`src/rtl/brisc_pkg.sv`:
```
// brisc_pkg: shared core parameters and the memory arbiter's enums.
// Also provides line_align() for line-granular memory addresses.
package brisc_pkg;

  localparam int ADDRESS_WIDTH    = 32;
  localparam int CACHE_LINE_WIDTH = 128;
  localparam int BYTE_WIDTH       = 8;
  localparam int MEM_REQ_DELAY    = 5;
  localparam int MEM_RESP_DELAY   = 5;

  localparam int LINE_OFFSET =
    $clog2(CACHE_LINE_WIDTH / BYTE_WIDTH);

  typedef logic [ADDRESS_WIDTH-1:0]    addr_t;
  typedef logic [CACHE_LINE_WIDTH-1:0] line_t;

  typedef enum logic [1:0] {
    IDLE,
    WAIT_FILL,
    RESP,
    DRAIN
  } mem_arb_state_e;

  typedef enum logic {
    IC,
    DC
  } mem_client_e;

  function automatic addr_t line_align(addr_t a);
    return {a[ADDRESS_WIDTH-1:LINE_OFFSET], LINE_OFFSET'(0)};
  endfunction

endpackage

```
`src/rtl/mem_arbiter_if.sv`:
```
// mem_arbiter_if: icache, dcache and memory-port signals of the arbiter.
// master = arbiter side, slave = caches plus memory model side.
interface mem_arbiter_if;
  import brisc_pkg::*;

  logic  ic_req;
  addr_t ic_req_addr;
  logic  ic_fill;
  line_t ic_fill_data;

  logic  dc_req;
  logic  dc_req_store;
  addr_t dc_req_addr;
  line_t dc_req_evict_data;
  logic  dc_fill;
  line_t dc_fill_data;
  logic  dc_store_ack;

  logic  mem_req;
  logic  mem_req_store;
  addr_t mem_req_addr;
  line_t mem_req_evict_data;
  logic  mem_fill;
  line_t mem_fill_data;
  addr_t mem_fill_addr;

  modport master (
    input  ic_req, ic_req_addr,
    output ic_fill, ic_fill_data,
    input  dc_req, dc_req_store, dc_req_addr,
    input  dc_req_evict_data,
    output dc_fill, dc_fill_data, dc_store_ack,
    output mem_req, mem_req_store, mem_req_addr,
    output mem_req_evict_data,
    input  mem_fill, mem_fill_data, mem_fill_addr
  );

  modport slave (
    output ic_req, ic_req_addr,
    input  ic_fill, ic_fill_data,
    output dc_req, dc_req_store, dc_req_addr,
    output dc_req_evict_data,
    input  dc_fill, dc_fill_data, dc_store_ack,
    input  mem_req, mem_req_store, mem_req_addr,
    input  mem_req_evict_data,
    output mem_fill, mem_fill_data, mem_fill_addr
  );

endinterface

```
`src/rtl/rr_arb2.sv`:
```
// rr_arb2: two-requester (IC/DC) round-robin arbiter.
// Ports: clk, reset_n, req_ic/req_dc in, update in (grant taken), gnt_ic/gnt_dc out.
module rr_arb2
  import brisc_pkg::*;
(
  input  logic clk,
  input  logic reset_n,
  input  logic req_ic,
  input  logic req_dc,
  input  logic update,
  output logic gnt_ic,
  output logic gnt_dc
);

  mem_client_e prio_q;

  always_ff @(posedge clk) begin
    if (!reset_n) begin
      prio_q <= DC;
    end else if (update) begin
      prio_q <= gnt_ic ? DC : IC;
    end
  end

  always_comb begin
    gnt_ic = req_ic && (!req_dc || prio_q == IC);
    gnt_dc = req_dc && (!req_ic || prio_q == DC);
  end

endmodule

```
`src/rtl/mem_arbiter.sv`:
```
// mem_arbiter: serialises icache/dcache misses and evictions onto one memory port.
// Ports: clk, reset_n, bus (mem_arbiter_if.master), err (sticky protocol error).
module mem_arbiter #(
  parameter int MEM_REQ_DELAY  = brisc_pkg::MEM_REQ_DELAY,
  parameter int MEM_RESP_DELAY = brisc_pkg::MEM_RESP_DELAY,
  parameter int FILL_TIMEOUT   = MEM_RESP_DELAY + 2
) (
  input  logic                 clk,
  input  logic                 reset_n,
  mem_arbiter_if.master        bus,
  output logic                 err
);
  import brisc_pkg::*;

  localparam int CMAX =
    FILL_TIMEOUT > MEM_REQ_DELAY ? FILL_TIMEOUT : MEM_REQ_DELAY;
  localparam int CW = $clog2(CMAX + 1);

  mem_arb_state_e state_q, state_d;
  mem_client_e    owner_q, owner_d;
  logic [CW-1:0]  cnt_q, cnt_d;
  logic           err_q, err_d;
  logic           req_q, req_d;
  logic           store_q, store_d;
  addr_t          addr_q, addr_d;
  line_t          evict_q, evict_d;
  logic           ic_fill_q, ic_fill_d;
  line_t          ic_data_q, ic_data_d;
  logic           dc_fill_q, dc_fill_d;
  line_t          dc_data_q, dc_data_d;
  logic           ack_q, ack_d;

  logic gnt_ic, gnt_dc, upd;

  rr_arb2 u_rr (
    .clk     (clk),
    .reset_n (reset_n),
    .req_ic  (bus.ic_req),
    .req_dc  (bus.dc_req),
    .update  (upd),
    .gnt_ic  (gnt_ic),
    .gnt_dc  (gnt_dc)
  );

  always_comb begin
    state_d   = state_q;
    owner_d   = owner_q;
    cnt_d     = cnt_q;
    err_d     = err_q;
    req_d     = 1'b0;
    store_d   = store_q;
    addr_d    = addr_q;
    evict_d   = evict_q;
    ic_fill_d = 1'b0;
    ic_data_d = ic_data_q;
    dc_fill_d = 1'b0;
    dc_data_d = dc_data_q;
    ack_d     = 1'b0;
    upd       = 1'b0;
    unique case (state_q)
      IDLE: begin
        if (gnt_ic || gnt_dc) begin
          upd     = 1'b1;
          req_d   = 1'b1;
          owner_d = gnt_ic ? IC : DC;
          addr_d  = gnt_ic ? line_align(bus.ic_req_addr)
                           : line_align(bus.dc_req_addr);
          if (gnt_dc && bus.dc_req_store) begin
            store_d = 1'b1;
            evict_d = bus.dc_req_evict_data;
            ack_d   = 1'b1;
            cnt_d   = CW'(MEM_REQ_DELAY);
            state_d = DRAIN;
          end else begin
            store_d = 1'b0;
            cnt_d   = CW'(FILL_TIMEOUT);
            state_d = WAIT_FILL;
          end
        end
      end
      WAIT_FILL: begin
        cnt_d = cnt_q - CW'(1);
        if (bus.mem_fill && bus.mem_fill_addr == addr_q) begin
          if (owner_q == IC) begin
            ic_fill_d = 1'b1;
            ic_data_d = bus.mem_fill_data;
          end else begin
            dc_fill_d = 1'b1;
            dc_data_d = bus.mem_fill_data;
          end
          state_d = RESP;
        end else begin
          if (bus.mem_fill) err_d = 1'b1;
          // Requester still holds req, so IDLE re-issues it.
          if (cnt_q == CW'(1)) begin
            err_d   = 1'b1;
            state_d = IDLE;
          end
        end
      end
      RESP: begin
        state_d = IDLE;
      end
      DRAIN: begin
        cnt_d = cnt_q - CW'(1);
        if (cnt_q == CW'(1)) state_d = IDLE;
      end
    endcase
  end

  always_ff @(posedge clk) begin
    if (!reset_n) begin
      state_q   <= IDLE;
      owner_q   <= IC;
      cnt_q     <= '0;
      err_q     <= 1'b0;
      req_q     <= 1'b0;
      store_q   <= 1'b0;
      addr_q    <= '0;
      evict_q   <= '0;
      ic_fill_q <= 1'b0;
      ic_data_q <= '0;
      dc_fill_q <= 1'b0;
      dc_data_q <= '0;
      ack_q     <= 1'b0;
    end else begin
      state_q   <= state_d;
      owner_q   <= owner_d;
      cnt_q     <= cnt_d;
      err_q     <= err_d;
      req_q     <= req_d;
      store_q   <= store_d;
      addr_q    <= addr_d;
      evict_q   <= evict_d;
      ic_fill_q <= ic_fill_d;
      ic_data_q <= ic_data_d;
      dc_fill_q <= dc_fill_d;
      dc_data_q <= dc_data_d;
      ack_q     <= ack_d;
    end
  end

  assign bus.mem_req            = req_q;
  assign bus.mem_req_store      = store_q;
  assign bus.mem_req_addr       = addr_q;
  assign bus.mem_req_evict_data = evict_q;
  assign bus.ic_fill            = ic_fill_q;
  assign bus.ic_fill_data       = ic_data_q;
  assign bus.dc_fill            = dc_fill_q;
  assign bus.dc_fill_data       = dc_data_q;
  assign bus.dc_store_ack       = ack_q;
  assign err                    = err_q;

endmodule

```
`src/flat_wrapper.sv`:
```
// flat-port wrapper written by rule: the top's interface ports become plain ports
module mem_arbiter_flat import brisc_pkg::*;
#(
  parameter int MEM_REQ_DELAY  = brisc_pkg::MEM_REQ_DELAY,
  parameter int MEM_RESP_DELAY = brisc_pkg::MEM_RESP_DELAY,
  parameter int FILL_TIMEOUT   = MEM_RESP_DELAY + 2
)
  (clk, reset_n, err, bus_ic_req, bus_ic_req_addr, bus_ic_fill, bus_ic_fill_data, bus_dc_req, bus_dc_req_store, bus_dc_req_addr, bus_dc_req_evict_data, bus_dc_fill, bus_dc_fill_data, bus_dc_store_ack, bus_mem_req, bus_mem_req_store, bus_mem_req_addr, bus_mem_req_evict_data, bus_mem_fill, bus_mem_fill_data, bus_mem_fill_addr);
  mem_arbiter_if bus_i ();
  input  logic clk;
  input  logic reset_n;
  output logic err;
  input wire logic [$bits(bus_i.ic_req)-1:0] bus_ic_req;
  input wire logic [$bits(bus_i.ic_req_addr)-1:0] bus_ic_req_addr;
  output wire logic [$bits(bus_i.ic_fill)-1:0] bus_ic_fill;
  output wire logic [$bits(bus_i.ic_fill_data)-1:0] bus_ic_fill_data;
  input wire logic [$bits(bus_i.dc_req)-1:0] bus_dc_req;
  input wire logic [$bits(bus_i.dc_req_store)-1:0] bus_dc_req_store;
  input wire logic [$bits(bus_i.dc_req_addr)-1:0] bus_dc_req_addr;
  input wire logic [$bits(bus_i.dc_req_evict_data)-1:0] bus_dc_req_evict_data;
  output wire logic [$bits(bus_i.dc_fill)-1:0] bus_dc_fill;
  output wire logic [$bits(bus_i.dc_fill_data)-1:0] bus_dc_fill_data;
  output wire logic [$bits(bus_i.dc_store_ack)-1:0] bus_dc_store_ack;
  output wire logic [$bits(bus_i.mem_req)-1:0] bus_mem_req;
  output wire logic [$bits(bus_i.mem_req_store)-1:0] bus_mem_req_store;
  output wire logic [$bits(bus_i.mem_req_addr)-1:0] bus_mem_req_addr;
  output wire logic [$bits(bus_i.mem_req_evict_data)-1:0] bus_mem_req_evict_data;
  input wire logic [$bits(bus_i.mem_fill)-1:0] bus_mem_fill;
  input wire logic [$bits(bus_i.mem_fill_data)-1:0] bus_mem_fill_data;
  input wire logic [$bits(bus_i.mem_fill_addr)-1:0] bus_mem_fill_addr;
  assign bus_i.ic_req = bus_ic_req;
  assign bus_i.ic_req_addr = bus_ic_req_addr;
  assign bus_ic_fill = bus_i.ic_fill;
  assign bus_ic_fill_data = bus_i.ic_fill_data;
  assign bus_i.dc_req = bus_dc_req;
  assign bus_i.dc_req_store = bus_dc_req_store;
  assign bus_i.dc_req_addr = bus_dc_req_addr;
  assign bus_i.dc_req_evict_data = bus_dc_req_evict_data;
  assign bus_dc_fill = bus_i.dc_fill;
  assign bus_dc_fill_data = bus_i.dc_fill_data;
  assign bus_dc_store_ack = bus_i.dc_store_ack;
  assign bus_mem_req = bus_i.mem_req;
  assign bus_mem_req_store = bus_i.mem_req_store;
  assign bus_mem_req_addr = bus_i.mem_req_addr;
  assign bus_mem_req_evict_data = bus_i.mem_req_evict_data;
  assign bus_i.mem_fill = bus_mem_fill;
  assign bus_i.mem_fill_data = bus_mem_fill_data;
  assign bus_i.mem_fill_addr = bus_mem_fill_addr;
  mem_arbiter #(.MEM_REQ_DELAY(MEM_REQ_DELAY), .MEM_RESP_DELAY(MEM_RESP_DELAY), .FILL_TIMEOUT(FILL_TIMEOUT)) u_core (.clk(clk), .reset_n(reset_n), .bus(bus_i), .err(err));
endmodule
```
`config.mk`:
```
export PLATFORM = sky130hd
export DESIGN_NAME = mem_arbiter_flat
export DESIGN_NICKNAME = d
export VERILOG_FILES = /design/src/rtl/brisc_pkg.sv /design/src/rtl/mem_arbiter_if.sv /design/src/rtl/rr_arb2.sv /design/src/rtl/mem_arbiter.sv /design/src/flat_wrapper.sv
export SDC_FILE = /design/constraint.sdc
export NUM_CORES = 1
export LEC_CHECK = 0
export BUFFER_PORTS_ARGS = -buffer_cell sky130_fd_sc_hd__buf_2
export CAP_MARGIN = 25
export CELL_PAD_IN_SITES_DETAIL_PLACEMENT = 1
export CELL_PAD_IN_SITES_GLOBAL_PLACEMENT = 1
export CORE_AREA = 2 2 308 310
export CTS_BUF_LIST = sky130_fd_sc_hd__clkbuf_4
export DETAILED_ROUTE_END_ITERATION = 16
export DIE_AREA = 0 0 310 312
export MAX_ROUTING_LAYER = met4
export PLACE_DENSITY_LB_ADDON = 0.25
export SLEW_MARGIN = 20
export SYNTH_ARGS = -nofsm -noshare
export SYNTH_HDL_FRONTEND = slang
export SYNTH_SLANG_ARGS = --single-unit
```
`constraint.sdc`:
```
create_clock -name clk -period 2 [get_ports clk]
set_input_delay 0.4 -clock clk [delete_from_list [all_inputs] [get_ports clk]]
set_output_delay 0.4 -clock clk [all_outputs]
set_load 0.005 [all_outputs]
```
== Word level (Yosys, flattened, before mapping) ==
Index checks and enable logic that the tools add are counted.

* Add/sub/neg operators: 1
* Equality and inequality tests: 6
* Multiplexer cells: 18
* Bitwise operators: 3
* Reduce and logical (&&, ||, !) cells: 21

{| class="wikitable"
|+ Operator list
! cell !! number
|-
| equality test 32 bit || 1
|-
| two-way mux 32 bit || 1
|-
| AND reduction 3 bit || 6
|-
| two-way mux 2 bit || 5
|-
| two-way mux 1 bit || 9
|-
| case mux 2 bit (4 select lines) || 1
|-
| case mux 3 bit (2 select lines) || 1
|-
| equality test 2 bit, second input constant || 2
|-
| logical AND 1 bit || 4
|-
| AND reduction 2 bit || 2
|-
| nonzero test 2 bit || 2
|-
| equality test 3 x 1 -> 1 bit, second input constant || 1
|-
| logical OR 1 bit || 3
|-
| two-way mux 3 bit || 1
|-
| inverter 1 bit || 3
|-
| subtractor 3 x 1 -> 3 bit, second input constant || 1
|-
| equality test 2 x 1 -> 1 bit, second input constant || 1
|-
| logical NOT 1 bit || 2
|-
| logical NOT 2 bit || 1
|-
| != test 2 x 1 -> 1 bit, second input constant || 1
|-
| OR reduction 2 bit || 1
|}

* Flip-flop bits (word level): 429
* Output and inout port bits: 422
* Logic and storage cells: 63

== Depth between registers and ports, before layout ==
* Depth in word-level cells: 7
* Gate-level depth with buffers: 8
* Depth with buffers taken out: 6

== Hierarchy ==
A second synthesis with hierarchy kept.

* Cell total of the unflattened synthesis: 1791
* Area total of the unflattened synthesis: 16520.8 um^2

{| class="wikitable"
|+ By module, submodules not included
! module !! instances !! cells an instance !! area each (um^2) !! sequential area each (um^2)
|-
| mem_arbiter || 1 || 1784 || 16463.3 || 8488.1
|-
| rr_arb2 || 1 || 7 || 57.6 || 20.0
|}

== Least setup slack after synthesis ==
Ideal clock, no wire load.

* Path type: input port to flip-flop
* From: in bus_mem_fill_addr[14]
* To: reg u_core.ic_data_q[100], in the netlist u_core.bus.ic_fill_data[100]
* Setup time: 0.121 ns
* Arrival: 2.004 ns
* Data required time: 1.879 ns
* Setup slack: -0.126 ns
* Stages: 8
* Cells stage by stage: xor2_1 nor4_2 nand2_1 or4_1 clkbuf_1 buf_2 buf_4 mux2i_1

* Longest elaborated chain between the ends: 3

{| class="wikitable"
|+ RTL lines
! what !! RTL line !! text
|-
| start: declaration || flat_wrapper.sv:30 || <nowiki>input wire logic [$bits(bus_i.mem_fill_addr)-1:0] bus_mem_fill_addr;</nowiki>
|-
| equality test 32 bit || mem_arbiter.sv:83 || <nowiki>if (bus.mem_fill && bus.mem_fill_addr == addr_q) begin</nowiki>
|-
| logical AND 1 bit || mem_arbiter.sv:83 ||
|-
| AND reduction 3 bit (no source line) || - ||
|-
| end signal: assignment || mem_arbiter.sv:136 || <nowiki>ic_data_q <= ic_data_d;</nowiki>
|-
| end: declaration || mem_arbiter.sv:28 || <nowiki>line_t ic_data_q, ic_data_d;</nowiki>
|}

Every way passes these cells.
A chain may end at the register's enable or synchronous reset.

== Worst setup path after layout ==
* From: reg u_core.addr_q[8], in the netlist u_core.bus.mem_req_addr[8]
* To: reg u_core.dc_data_q[8], in the netlist u_core.bus.dc_fill_data[8]

* Longest elaborated chain between the ends: 3

{| class="wikitable"
|+ RTL lines
! what !! RTL line !! text
|-
| start: declaration || mem_arbiter.sv:25 || <nowiki>addr_t addr_q, addr_d;</nowiki>
|-
| start signal: assignment || mem_arbiter.sv:133 || <nowiki>addr_q <= addr_d;</nowiki>
|-
| equality test 32 bit || mem_arbiter.sv:83 ||
|-
| logical AND 1 bit || mem_arbiter.sv:83 ||
|-
| AND reduction 3 bit (no source line) || - ||
|-
| end signal: assignment || mem_arbiter.sv:138 || <nowiki>dc_data_q <= dc_data_d;</nowiki>
|-
| end: declaration || mem_arbiter.sv:30 || <nowiki>line_t dc_data_q, dc_data_d;</nowiki>
|}

Every way passes these cells.

==> impl_metrics.env <==
export IMPL_outcome="finished, violations left"
export IMPL_violations="setup timing"
export IMPL_fmaxAchievable_ghz=0.415
export IMPL_die_w_um=310
export IMPL_antenna_found_initial=10
export IMPL_die_h_um=312
export IMPL_row_count=112
export IMPL_timing_final_crit_share=1.21
export IMPL_grt_pass1_wl_um=110000
export IMPL_synth_distinct_cells=32
export IMPL_port_buffers=767
export IMPL_multi_input_area_sq_um=6920
export IMPL_dp_cells=3797
export IMPL_placed_area_sq_um=22000
export IMPL_timing_final_crit_period_ns=2.41
export IMPL_route_detailed_wl_per_inst_um=17.6
export IMPL_startpoint_type="flop"
export IMPL_synth_main_ff_cell="dfxtp_1"
export IMPL_drtIter0Drc=683
export IMPL_synth_edf_count=0
export IMPL_die_area_sq_um=96700
export IMPL_drt_total_wl_um=77900
export IMPL_drc=0
export IMPL_grt_setup_unrepaired="yes"
export IMPL_hold_slack_ns=0.185
export IMPL_syn_avg_cell_area_sq_um=8.92
export IMPL_grt_max_degree=92
export IMPL_clock_sinks=425
export IMPL_power_net_switching_mw=5.62
export IMPL_p_per_area_nw_per_um2=703
export IMPL_layout_commonest_cell="nand2_1"
export IMPL_netlist_area_sq_um=15900
export IMPL_cap_violations=0
export IMPL_cts_tree="yes"
export IMPL_cts_buffer_depth=3
export IMPL_cts_root_buf="clkbuf_4"
export IMPL_grt_use_total=0.152
export IMPL_antenna_left=0
export IMPL_path_class="reg -> reg"
export IMPL_synth_seq_cells=425
export IMPL_dr_pass1_iters=4
export IMPL_ys_seq_area_frac=0.535
export IMPL_grt_pass1_vias=19400
export IMPL_start_util=0.171
export IMPL_fillCellCount=11100
export IMPL_finalHoldViolCount=0
export IMPL_p_sw_frac=0.275
export IMPL_cts_buffers=135
export IMPL_yosys_warnings=0
export IMPL_gp_congestion=0.819
export IMPL_layout_common_cells="nand2_1 (672), buf_2 (647), dlygate4sd3_1 (345)"
export IMPL_comb_power_share=0.137
export IMPL_finalMaxSlewViolations=0
export IMPL_cellLeakagePower_nw=13.6
export IMPL_p_int_mw=14.8
export IMPL_finClkSkew_ns=0.0870
export IMPL_clk_latency_ns=1.01
export IMPL_dpl_hpwl_um=54100
export IMPL_hold_path_class="in -> reg"
export IMPL_setup_viol=258
export IMPL_post_drt_via_cell_ratio=4.01
export IMPL_drive_above_1_share=0.448
export IMPL_htree_levels=4
export IMPL_cp_max_fo=7
export IMPL_fin_nets=3433
export IMPL_cts_clk_slew_worst_paths_ns=0.07
export IMPL_synthArstFlopShare=0
export IMPL_core_area_sq_um=93000
export IMPL_synthCells=1783
export IMPL_ff_latch_area_sq_um=8850
export IMPL_critPathCaptureType="flop"
export IMPL_fin_area_sq_um=29100
export IMPL_synthToLayoutAreaGrowth_pct=82.8
export IMPL_irDropWorstVdd_uv=399
export IMPL_pwr_share_clk=0.430
export IMPL_critPathArrivalTime_ns=3.26
export IMPL_vias=17700
export IMPL_cp_required_ns=2.85
export IMPL_post_route_util=0.313
export IMPL_final_cells=4422
export IMPL_grt_overflow=0
export IMPL_p_seq_frac=0.433
export IMPL_setup_ws_ns=-0.411
export IMPL_io_pins=780
metrics by stage:
step	worst slack (ns)	setup TNS (ns)	power (mW)
6_report	-0.411	-68.34	20.4
3_3_place_gp	-0.632	-129.31	11.0
3_5_place_dp	-0.648	-133.95	11.0
4_1_cts	-0.326	-85.36	20.6
2_1_floorplan	-0.0872	-10.79	9.81
5_1_grt	-0.496	-98.72	21.6
cells in the mapped netlist (8+ instances only):
| master | number | area, sq um |
|---|---|---|
| clkbuf_1 | 102 | 383 |
| buf_4 | 15 | 113 |
| dfxtp_1 | 425 | 8510 |
| nor2b_1 | 12 | 75.1 |
| buf_2 | 14 | 70.1 |
| mux2i_1 | 256 | 2560 |
| nor4_1 | 15 | 93.8 |
| a21oi_1 | 162 | 811 |
| a22oi_1 | 28 | 210 |
| nand2_1 | 674 | 2530 |
| nor3_1 | 8 | 40.0 |
| xor2_1 | 23 | 201 |
critical path, cell delays in order (launching register included):
cell	delay (ns)
dfxtp_2	0.33
xor2_1	0.16
nor4_2	0.28
buf_4	0.21
nand4_1	0.16
nor4_4	0.25
buf_4	0.19
clkbuf_16	0.20
buf_16	0.17
mux2i_1	0.21
routing by layer:
layer / up-vias / global-route usage / part of all wire
li1: 8530 / - / -
met2: 669 / 0.261 / 0.50
met3: 188 / 0.0546 / 0.075
met1: 8329 / 0.151 / 0.38
met5: - / - / 0
met4: 0 / 0.0744 / 0.041
registers in the layout, summed over array words and instances (netlist names):
register                       cells
u_core.bus.mem_req_addr           28
u_core.owner_q                     1
u_core.u_rr.prio_q                 1
u_core.bus.mem_req_store           1
u_core.bus.ic_fill                 1
u_core.bus.mem_req_evict_data    128
u_core.cnt_q                       3
u_core.err                         1
u_core.bus.dc_store_ack            1
u_core.state_q                     2
u_core.bus.dc_fill_data          128
u_core.bus.mem_req                 1
u_core.bus.dc_fill                 1
u_core.bus.ic_fill_data          128
cells by family (layout without fill, tap and decap cells):
family,count (synthesis),after routing,share of synthesized area
and+or+nand+nor,740,740,0.184
DFF,425,425,0.535
muxes,256,256,0.161
adders and majority gates,2,2,0.00157
AOI/OAI and AO/OA,197,197,0.0675
other,1,15,0.000236
buffers and inverters,139,1510,0.0384
xor gates and xnor gates,23,23,0.0127
final cells by class:
class                           instances  area share
Timing Repair Buffer                 1283       0.346
Sequential cell                       425       0.304
Multi-Input combinational cell       1222       0.238
Tap cell                             1254      0.0539
Clock buffer                          184      0.0475
Clock inverter                         37     0.00895
Inverter                                6    0.000946
Antenna cell                           11    0.000946
worst paths after layout:
path / startpoint / slack, ns / cells after the start / to
max: u_core.bus.mem_req_addr[8]$_SDFFE_PN0P_ / -0.41 / 9 / u_core.bus.dc_fill_data[8]$_SDFFE_PN0P_
min: bus_mem_fill_addr[29] / 0.18 / 6 / u_core.bus.dc_fill$_SDFF_PN0_
max reg2reg: u_core.bus.mem_req_addr[8]$_SDFFE_PN0P_ / -0.41 / 9 / u_core.bus.dc_fill_data[8]$_SDFFE_PN0P_
min reg2reg: u_core.bus.mem_req_evict_data[70]$_SDFFE_PN0P_ / 0.45 / 2 / u_core.bus.mem_req_evict_data[70]$_SDFFE_PN0P_
power by group through the flow:
| stage | sequential, mW | combinational [mW] | clock, mW |
|---|---|---|---|
| after floorplan | 9.01 | 0.798 | 0 |
| after global placement | 8.99 | 1.98 | 0 |
| after detailed placement | 9.00 | 2.02 | 0 |
| after CTS | 8.82 | 2.58 | 9.24 |
| after global routing | 8.87 | 3.04 | 9.68 |
| final | 8.85 | 2.81 | 8.79 |
repair_timing:
item	4_1_cts	5_1_grt
cloned	0	10
hold buffers	346	0
hold endpoints to repair	424	0
pin swaps	1	4
resized for setup	17	465
setup endpoints to repair	640	648
buffers inserted	1	39
Note: power is estimated with default switching activity, not from simulation.
